===== src/rtl/dot_matrix_scheduler_pkg.sv =====
`default_nettype none
// ============================================================================
// Package  : dot_matrix_scheduler_pkg
// Purpose  : Panel geometry, blank column pattern, row-select helper and the
//            scheduler state encoding for the 16x16 dot-matrix scheduler.
// Revision : 1.0 - initial release
// ============================================================================
package dot_matrix_scheduler_pkg;

  localparam int ROWS = 16;
  localparam int COLS = 16;

  // Columns are active-low, so all-ones is a dark row.
  localparam logic [COLS-1:0] BLANK_COL = 16'hFFFF;

  typedef enum logic [1:0] {
    ST_IDLE  = 2'd0,
    ST_BLANK = 2'd1,
    ST_SHOW  = 2'd2
  } sched_state_e;

  // Active-low one-hot row select; bit 15 drives row 0.
  function automatic logic [ROWS-1:0] row_onehot_n(input logic [3:0] idx);
    logic [ROWS-1:0] sel;
    sel = '1;
    sel[4'd15 - idx] = 1'b0;
    return sel;
  endfunction

endpackage
`default_nettype wire


===== src/rtl/dot_matrix_scheduler_if.sv =====
`default_nettype none
// ============================================================================
// Interface : dot_matrix_scheduler_if
// Purpose   : Source-side (request / column lookup / grant) and panel-side
//             (row/column drive, scan ticks) signals of the scheduler.
// Revision  : 1.0 - initial release
// ============================================================================
interface dot_matrix_scheduler_if #(
  parameter int N_SRC = 3
);
  import dot_matrix_scheduler_pkg::*;

  logic [N_SRC-1:0]      req;
  logic [COLS*N_SRC-1:0] col_in;
  logic [N_SRC-1:0]      grant;
  logic [3:0]            fetch_row;
  logic [3:0]            row_idx;
  logic [ROWS-1:0]       row_sel;
  logic [COLS-1:0]       col_out;
  logic                  row_tick;
  logic                  frame_tick;
  logic                  blanking;

  // Scheduler side.
  modport master (
    input  req, col_in,
    output grant, fetch_row, row_idx, row_sel, col_out,
           row_tick, frame_tick, blanking
  );

  // Picture sources and panel driver side.
  modport slave (
    output req, col_in,
    input  grant, fetch_row, row_idx, row_sel, col_out,
           row_tick, frame_tick, blanking
  );

endinterface
`default_nettype wire


===== src/rtl/dot_matrix_scan_timer.sv =====
`default_nettype none
// ============================================================================
// Module   : dot_matrix_scan_timer
// Purpose  : Row-scan timing: prescaler, current row, active-low row select,
//            row and frame tick pulses.
// Revision : 1.0 - initial release
// ============================================================================
module dot_matrix_scan_timer
  import dot_matrix_scheduler_pkg::*;
#(
  parameter int CLK_DIV = 9375
) (
  input  logic            clk,
  input  logic            rst,
  input  logic            clr,
  output logic [3:0]      row_idx,
  output logic [3:0]      fetch_row,
  output logic [ROWS-1:0] row_sel,
  output logic            row_tick,
  output logic            frame_tick
);

  localparam int               CNT_W    = (CLK_DIV > 1) ? $clog2(CLK_DIV) : 1;
  localparam logic [CNT_W-1:0] CNT_LAST = CNT_W'(CLK_DIV - 1);

  logic [CNT_W-1:0] r_cnt;
  logic [3:0]       r_row_idx;
  logic [ROWS-1:0]  r_row_sel;
  logic             w_row_tick;
  logic [3:0]       w_fetch_row;

  assign w_row_tick  = (r_cnt == CNT_LAST);
  assign w_fetch_row = r_row_idx + 4'd1;

  // Prescaler and row advance; row and its select move together on a row tick.
  always_ff @(posedge clk or negedge rst) begin
    if (!rst) begin
      r_cnt     <= '0;
      r_row_idx <= 4'd0;
      r_row_sel <= row_onehot_n(4'd0);
    end else if (!clr) begin
      r_cnt     <= '0;
      r_row_idx <= 4'd0;
      r_row_sel <= row_onehot_n(4'd0);
    end else if (w_row_tick) begin
      r_cnt     <= '0;
      r_row_idx <= w_fetch_row;
      r_row_sel <= row_onehot_n(w_fetch_row);
    end else begin
      r_cnt     <= r_cnt + 1'b1;
    end
  end

  assign row_idx    = r_row_idx;
  assign fetch_row  = w_fetch_row;
  assign row_sel    = r_row_sel;
  assign row_tick   = w_row_tick;
  assign frame_tick = w_row_tick && (r_row_idx == 4'd15);

endmodule
`default_nettype wire


===== src/rtl/dot_matrix_scheduler.sv =====
`default_nettype none
// ============================================================================
// Module   : dot_matrix_scheduler
// Purpose  : Shares the 16x16 LED panel between picture sources. Ownership is
//            decided at frame boundaries by fixed priority with a minimum
//            hold time, and every ownership change passes through one blank
//            frame.
// Revision : 1.0 - initial release
// ============================================================================
module dot_matrix_scheduler
  import dot_matrix_scheduler_pkg::*;
#(
  parameter int CLK_DIV         = 9375,
  parameter int N_SRC           = 3,
  parameter int MIN_HOLD_FRAMES = 64
) (
  input  logic                   clk,
  input  logic                   rst,
  input  logic                   clr,
  dot_matrix_scheduler_if.master bus
);

  localparam int                IDX_W    = (N_SRC > 1) ? $clog2(N_SRC) : 1;
  localparam int                SLOTS    = 1 << IDX_W;
  localparam int                HOLD_W   = $clog2(MIN_HOLD_FRAMES + 1);
  localparam logic [HOLD_W-1:0] HOLD_MAX = HOLD_W'(MIN_HOLD_FRAMES);

  logic             w_row_tick;
  logic             w_frame_tick;
  logic [3:0]       w_fetch_row;
  logic [3:0]       w_row_idx;
  logic [ROWS-1:0]  w_row_sel;

  // Source requests and columns padded to a power-of-two slot count so every
  // index value selects a defined entry.
  logic [SLOTS-1:0] w_req;
  logic [COLS-1:0]  w_src_col [SLOTS];
  logic [IDX_W-1:0] w_top_idx;
  logic             w_any_req;

  sched_state_e     r_state;
  sched_state_e     w_next_state;
  logic [IDX_W-1:0] r_owner;
  logic [IDX_W-1:0] w_next_owner;
  logic [IDX_W-1:0] r_pending;
  logic [IDX_W-1:0] w_next_pending;
  logic             r_pend_valid;
  logic             w_next_pend_valid;
  logic [HOLD_W-1:0] r_hold_cnt;
  logic [N_SRC-1:0] r_grant;
  logic             r_blanking;
  logic [COLS-1:0]  r_col_out;

  dot_matrix_scan_timer #(
    .CLK_DIV (CLK_DIV)
  ) u_scan_timer (
    .clk        (clk),
    .rst        (rst),
    .clr        (clr),
    .row_idx    (w_row_idx),
    .fetch_row  (w_fetch_row),
    .row_sel    (w_row_sel),
    .row_tick   (w_row_tick),
    .frame_tick (w_frame_tick)
  );

  for (genvar g = 0; g < SLOTS; g++) begin : g_src_slot
    if (g < N_SRC) begin : g_live
      assign w_req[g]     = bus.req[g];
      assign w_src_col[g] = bus.col_in[COLS*g +: COLS];
    end else begin : g_pad
      assign w_req[g]     = 1'b0;
      assign w_src_col[g] = BLANK_COL;
    end
  end

  assign w_any_req = |w_req;

  // Priority encoder: lowest set request index wins.
  always_comb begin
    w_top_idx = '0;
    for (int i = SLOTS - 1; i >= 0; i--) begin
      if (w_req[i]) w_top_idx = IDX_W'(i);
    end
  end

  // Arbitration decision; only takes effect on a frame tick.
  always_comb begin
    w_next_state      = r_state;
    w_next_owner      = r_owner;
    w_next_pending    = r_pending;
    w_next_pend_valid = r_pend_valid;
    if (w_frame_tick) begin
      case (r_state)
        ST_IDLE: begin
          if (w_any_req) begin
            w_next_state      = ST_BLANK;
            w_next_pending    = w_top_idx;
            w_next_pend_valid = 1'b1;
          end
        end
        ST_BLANK: begin
          if (r_pend_valid && w_req[r_pending]) begin
            w_next_state = ST_SHOW;
            w_next_owner = r_pending;
          end else if (w_any_req) begin
            w_next_state = ST_SHOW;
            w_next_owner = w_top_idx;
          end else begin
            w_next_state = ST_IDLE;
          end
        end
        ST_SHOW: begin
          // A dropped request takes precedence over any preemption.
          if (!w_req[r_owner]) begin
            w_next_state      = ST_BLANK;
            w_next_pending    = w_top_idx;
            w_next_pend_valid = w_any_req;
          end else if ((w_top_idx < r_owner) &&
                       ((w_top_idx == '0) || (r_hold_cnt >= HOLD_MAX))) begin
            // Source 0 (warning) ignores the hold time.
            w_next_state      = ST_BLANK;
            w_next_pending    = w_top_idx;
            w_next_pend_valid = 1'b1;
          end
        end
        default: w_next_state = ST_IDLE;
      endcase
    end
  end

  // Scheduler FSM with registered grant, blanking flag, hold counter and
  // column latch. The column latched on a row tick belongs to whoever owns
  // the panel for the row being entered, so a frame never mixes owners.
  always_ff @(posedge clk or negedge rst) begin
    if (!rst) begin
      r_state      <= ST_IDLE;
      r_owner      <= '0;
      r_pending    <= '0;
      r_pend_valid <= 1'b0;
      r_hold_cnt   <= '0;
      r_grant      <= '0;
      r_blanking   <= 1'b0;
      r_col_out    <= BLANK_COL;
    end else if (!clr) begin
      r_state      <= ST_IDLE;
      r_owner      <= '0;
      r_pending    <= '0;
      r_pend_valid <= 1'b0;
      r_hold_cnt   <= '0;
      r_grant      <= '0;
      r_blanking   <= 1'b0;
      r_col_out    <= BLANK_COL;
    end else begin
      if (w_frame_tick) begin
        r_state      <= w_next_state;
        r_owner      <= w_next_owner;
        r_pending    <= w_next_pending;
        r_pend_valid <= w_next_pend_valid;
        r_grant      <= (w_next_state == ST_SHOW) ? (N_SRC'(1) << w_next_owner) : '0;
        r_blanking   <= (w_next_state == ST_BLANK);
        if ((w_next_state == ST_SHOW) && (r_state != ST_SHOW)) begin
          r_hold_cnt <= '0;
        end else if ((r_state == ST_SHOW) && (r_hold_cnt != HOLD_MAX)) begin
          r_hold_cnt <= r_hold_cnt + 1'b1;
        end
      end
      if (w_row_tick) begin
        r_col_out <= (w_next_state == ST_SHOW) ? w_src_col[w_next_owner] : BLANK_COL;
      end
    end
  end

  assign bus.grant      = r_grant;
  assign bus.blanking   = r_blanking;
  assign bus.col_out    = r_col_out;
  assign bus.fetch_row  = w_fetch_row;
  assign bus.row_idx    = w_row_idx;
  assign bus.row_sel    = w_row_sel;
  assign bus.row_tick   = w_row_tick;
  assign bus.frame_tick = w_frame_tick;

endmodule
`default_nettype wire


===== src/flat_wrapper.sv =====
// flat-port wrapper written by rule: the top's interface ports become plain ports
module dot_matrix_scheduler_flat import dot_matrix_scheduler_pkg::*;
#(
  parameter int CLK_DIV         = 9375,
  parameter int N_SRC           = 3,
  parameter int MIN_HOLD_FRAMES = 64
)
  (clk, rst, clr, bus_req, bus_col_in, bus_grant, bus_fetch_row, bus_row_idx, bus_row_sel, bus_col_out, bus_row_tick, bus_frame_tick, bus_blanking);
  dot_matrix_scheduler_if #(.N_SRC(N_SRC)) bus_i ();
  input  logic clk;
  input  logic rst;
  input  logic clr;
  input wire logic [$bits(bus_i.req)-1:0] bus_req;
  input wire logic [$bits(bus_i.col_in)-1:0] bus_col_in;
  output wire logic [$bits(bus_i.grant)-1:0] bus_grant;
  output wire logic [$bits(bus_i.fetch_row)-1:0] bus_fetch_row;
  output wire logic [$bits(bus_i.row_idx)-1:0] bus_row_idx;
  output wire logic [$bits(bus_i.row_sel)-1:0] bus_row_sel;
  output wire logic [$bits(bus_i.col_out)-1:0] bus_col_out;
  output wire logic [$bits(bus_i.row_tick)-1:0] bus_row_tick;
  output wire logic [$bits(bus_i.frame_tick)-1:0] bus_frame_tick;
  output wire logic [$bits(bus_i.blanking)-1:0] bus_blanking;
  assign bus_i.req = bus_req;
  assign bus_i.col_in = bus_col_in;
  assign bus_grant = bus_i.grant;
  assign bus_fetch_row = bus_i.fetch_row;
  assign bus_row_idx = bus_i.row_idx;
  assign bus_row_sel = bus_i.row_sel;
  assign bus_col_out = bus_i.col_out;
  assign bus_row_tick = bus_i.row_tick;
  assign bus_frame_tick = bus_i.frame_tick;
  assign bus_blanking = bus_i.blanking;
  dot_matrix_scheduler #(.CLK_DIV(CLK_DIV), .N_SRC(N_SRC), .MIN_HOLD_FRAMES(MIN_HOLD_FRAMES)) u_core (.clk(clk), .rst(rst), .clr(clr), .bus(bus_i));
endmodule

===== config.mk =====
export PLATFORM = sky130hd
export DESIGN_NAME = dot_matrix_scheduler_flat
export DESIGN_NICKNAME = d
export VERILOG_FILES = /design/src/rtl/dot_matrix_scheduler_pkg.sv /design/src/rtl/dot_matrix_scheduler_if.sv /design/src/rtl/dot_matrix_scan_timer.sv /design/src/rtl/dot_matrix_scheduler.sv /design/src/flat_wrapper.sv
export SDC_FILE = /design/constraint.sdc
export NUM_CORES = 1
export LEC_CHECK = 0
export CORE_MARGIN = 1
export CORE_UTILIZATION = 44
export DETAILED_ROUTE_END_ITERATION = 10
export PLACE_DENSITY = 0.74
export RECOVER_POWER = 50
export SYNTH_ARGS = -nofsm -noshare
export SYNTH_HDL_FRONTEND = slang
export SYNTH_SLANG_ARGS = --single-unit

===== constraint.sdc =====
create_clock -name clk -period 2.25 [get_ports clk]
set_clock_uncertainty 0.2 [all_clocks]
set_input_delay 0.675 -clock clk [delete_from_list [all_inputs] [get_ports clk]]
set_output_delay 0.675 -clock clk [all_outputs]
set_load 0.02 [all_outputs]

==> impl_metrics.py <==
metrics = {
    "power_and_ir_drop": {
        "pwr_density_cell_nw_per_um2": 441,
        "ir_drop_mv": 0.281,
        "p_leak_uw": 0.00243,
    },
    "clock_network": {
        "clkTransAtPathRegs_ps": 80,
        "h-tree-depth": 3,
        "cts_hold_buf": 0,
        "root_buffer": "clkbuf_8",
        "cts_tree": "yes",
        "cts_sinks": 68,
        "cts_made_buffers": 9,
        "clock_path_buffers": 2,
        "clk_latency_ps": 350,
    },
    "logic_synthesis": {
        "syn_area_um2": 3600,
        "synth_nets": 438,
        "synthArstFlopShare_pct": 100,
        "ys_warn_count": 0,
        "synthCells": 374,
        "synth_edf_count": 0,
        "ys.flop_type": "dfrtp_1",
        "synth_seq_area_share_pct": 48.3,
        "ys_types": 54,
        "postSynthAreaPerCell_um2": 9.62,
        "ys_seq_elements": 68,
    },
    "route": {
        "first_pass_iters": 4,
        "wl_per_cell_um": 17.3,
        "routed_wl_um": 11200,
        "route.detailed.drc": 0,
        "vias_per_cell": 5.49,
        "vias": 3547,
        "ant_nets": 0,
        "drt-initial-drc-count": 188,
    },
    "die": {
        "dieArea_um2": 8550,
        "start_util_pct": 46.1,
        "core_area_um2": 7810,
        "die_y_um": 92.5,
        "ios": 100,
        "rows": 32,
        "die_x_um": 92.5,
    },
    "worst_setup_path": {
        "slowest_stage": "or4b_1",
        "path_cells": "inv_1 > ha_2 > nor2b_4 > and4_4 > buf_6 > buf_6 > a31oi_1 > a31oi_4 > or4b_1 > a21oi_1",
        "crit_path_frequent_cell": "buf_6",
        "worstSetupPathType": "register to register",
        "critical_path_buf_inv_count": 3,
        "critPathArrivalTime_ps": 2590,
        "worstPathMaxFanout": 5,
        "start_kind": "register",
        "crit_path_max_incr_delay_ps": 510,
        "crit_family": "simple AND/OR/NAND/NOR gates",
        "critPathCaptureType": "register",
        "crit_required_ps": 2330,
    },
    "timing": {
        "finalHoldViolCount": 0,
        "min_period_ps": 2510,
        "slew_viol_final": 0,
        "setup_ws_ps": -256,
        "tightest_slew_ps": 888,
        "setup_violations": 25,
        "slew_headroom_pct": 40.8,
        "min_period_over_period_pct": 111,
        "fmaxAchievable_mhz": 399,
        "whs_ps": 217,
        "rsz0062_at_grt": "yes",
    },
    "run": {
        "maxCapViolations": 0,
    },
    "placement": {
        "place_area_um2": 5200,
        "place_ws_ps": -1400,
        "dp_hpwl_um": 6880,
        "gp_congestion": 0.910,
        "portBuffers": 99,
    },
    "finish": {
        "fin_nets": 603,
        "areaGrowthSynthToFinish_pct": 64.7,
        "final_cell_area_um2": 5930,
        "drive_above_1_share_pct": 36.0,
        "num_antenna_cells": 0,
    },
    "global_routing": {
        "grt_overflow": 0,
        "grt_antenna_before_repair": 0,
        "first_global_vias": 3658,
        "grt_pass1_wl_um": 17500,
        "track_usage_pct": 26.3,
        "grt_start_max_net_pins": 31,
    },
    "run_status": {
        "violations": "negative setup slack",
        "status": "finished, violations left",
    },
    "hold_path": {
        "min_path_type": "input pin to async pin",
    },
}
cell type report:
type	instances	area, µm²
inverter	32	123
sequential	68	1750
clock buffer	14	184
timing repair buffer	171	1640
clock inverter	2	38.8
fill	494	1880
multi-input combinational	257	2070
tap	102	128
repair_timing:
action / CTS / global route
resized for setup: 140 / 33
gates cloned: 2 / 2
pin swaps: 28 / 13
setup buffers: 14 / 8
endpoints found under the setup margin: 85 / 47
endpoints found under the hold margin: 0 / 0
registers in the layout (all words and copies together), names as in the netlist:
signal                       count
u_core.r_pend_valid              1
u_core.u_scan_timer.row_sel     16
u_core.r_hold_cnt                7
u_core.r_owner                   2
u_core.bus.grant                 3
u_core.bus.blanking              1
u_core.u_scan_timer.row_idx      4
u_core.bus.col_out              16
u_core.r_pending                 2
u_core.r_state                   2
u_core.u_scan_timer.r_cnt       14
Yosys cell counts (2+ instances only):
library cell | count | share of area [%]
a21oi_1 | 16 | 2.2
a221oi_1 | 16 | 3.9
a31oi_1 | 5 | 0.87
and2_1 | 3 | 0.52
and3_1 | 5 | 0.87
and4_1 | 2 | 0.49
buf_1 | 2 | 0.21
buf_2 | 2 | 0.28
buf_4 | 3 | 0.63
clkbuf_1 | 8 | 0.83
dfrtp_1 | 37 | 26
dfstp_2 | 31 | 23
ha_1 | 10 | 3.5
inv_1 | 30 | 3.1
mux2i_1 | 21 | 5.8
nand2_1 | 43 | 4.5
nand2b_1 | 4 | 0.70
nand3_1 | 11 | 1.5
nand4_1 | 3 | 0.52
nor2_1 | 43 | 4.5
nor2b_1 | 2 | 0.35
nor3_1 | 2 | 0.28
nor4_1 | 2 | 0.35
nor4b_1 | 2 | 0.49
o21a_1 | 2 | 0.42
o21ai_0 | 10 | 1.4
o22ai_1 | 9 | 1.6
o31ai_1 | 2 | 0.42
o32ai_1 | 7 | 1.7
or3_1 | 5 | 0.87
xnor2_1 | 4 | 0.97
xor2_1 | 10 | 2.4
routing by layer:
| layer | share of wire, % | routed length (µm) | track usage, % |
|---|---|---|---|
| met2 | 52 | 5780 | 44.8 |
| met3 | 5.9 | 663 | 6.49 |
| met1 | 41 | 4550 | 32.1 |
| met4 | 1.7 | 188 | 9.90 |
| met5 | 0 | 0 | 0 |
path summary, 6_finish.rpt:
path                                                   start                            end  slack, ps  depth (start not counted)
max in group asynchronous                                rst  u_core.u_scan_timer.r_cnt[10]        390                          2
worst max register to register  u_core.u_scan_timer.r_cnt[0]            u_core.bus.grant[2]       -260                         10
worst min register to register        u_core.bus.col_out[15]         u_core.bus.col_out[15]        320                          2
min in group clk                      u_core.bus.col_out[15]         u_core.bus.col_out[15]        320                          2
worst max-delay path            u_core.u_scan_timer.r_cnt[0]            u_core.bus.grant[2]       -260                         10
worst min-delay path                                     rst           u_core.r_hold_cnt[2]        220                          1
logic make-up (layout without fill, tap and decap cells):
| kind of cell | after synthesis | after routing | share of synthesized area (%) |
|---|---|---|---|
| AND/OR/NAND/NOR | 136 | 136 | 18.4 |
| buffers and inverters | 49 | 219 | 6.01 |
| AO/OA/AOI/OAI | 76 | 76 | 14.5 |
| multiplexers | 21 | 21 | 5.84 |
| XOR/XNOR | 14 | 14 | 3.41 |
| adder cells (fa/ha/maj) | 10 | 10 | 3.48 |
| flip-flops | 68 | 68 | 48.3 |
stage by stage:
stage | cells | TNS, ps | utilization [%] | power (µW)
after floorplan | 374 | -4720 | - | 1310
after global placement | 610 | -32340 | 66.6 | 1470
after detailed placement | 610 | -34950 | 66.6 | 1480
after CTS | 641 | -4490 | 74.4 | 2610
after global routing | 646 | -6700 | 75.9 | 2700
final | 646 | -4830 | 75.9 | 2610
power by group:
group / switching, µW / internal, µW / leakage [µW] / total [µW]
sequential: 2.32 / 1230 / 0.000834 / 1230
clock: 482 / 644 / 0.000112 / 1130
combinational: 115 / 142 / 0.00148 / 257
total: 600 / 2010 / 0.00243 / 2610
placed cells by master, fill, tap and decap left out, types with 7 or more instances in the layout:
cell / Yosys / layout
clkbuf_8: 0 / 11
o21ai_0: 10 / 8
a21oi_1: 16 / 13
mux2i_1: 21 / 10
mux2i_2: 0 / 8
nand3_1: 11 / 9
dfrtp_1: 37 / 33
o22ai_1: 9 / 9
buf_6: 1 / 17
o32ai_1: 7 / 7
clkdlybuf4s50_1: 0 / 53
inv_1: 30 / 26
a221oi_2: 0 / 14
dfstp_2: 31 / 31
xor2_1: 10 / 10
dlygate4sd2_1: 0 / 35
nand2_1: 43 / 39
buf_4: 3 / 49
nor2_1: 43 / 41
Power figures use the tool's default switching activity.
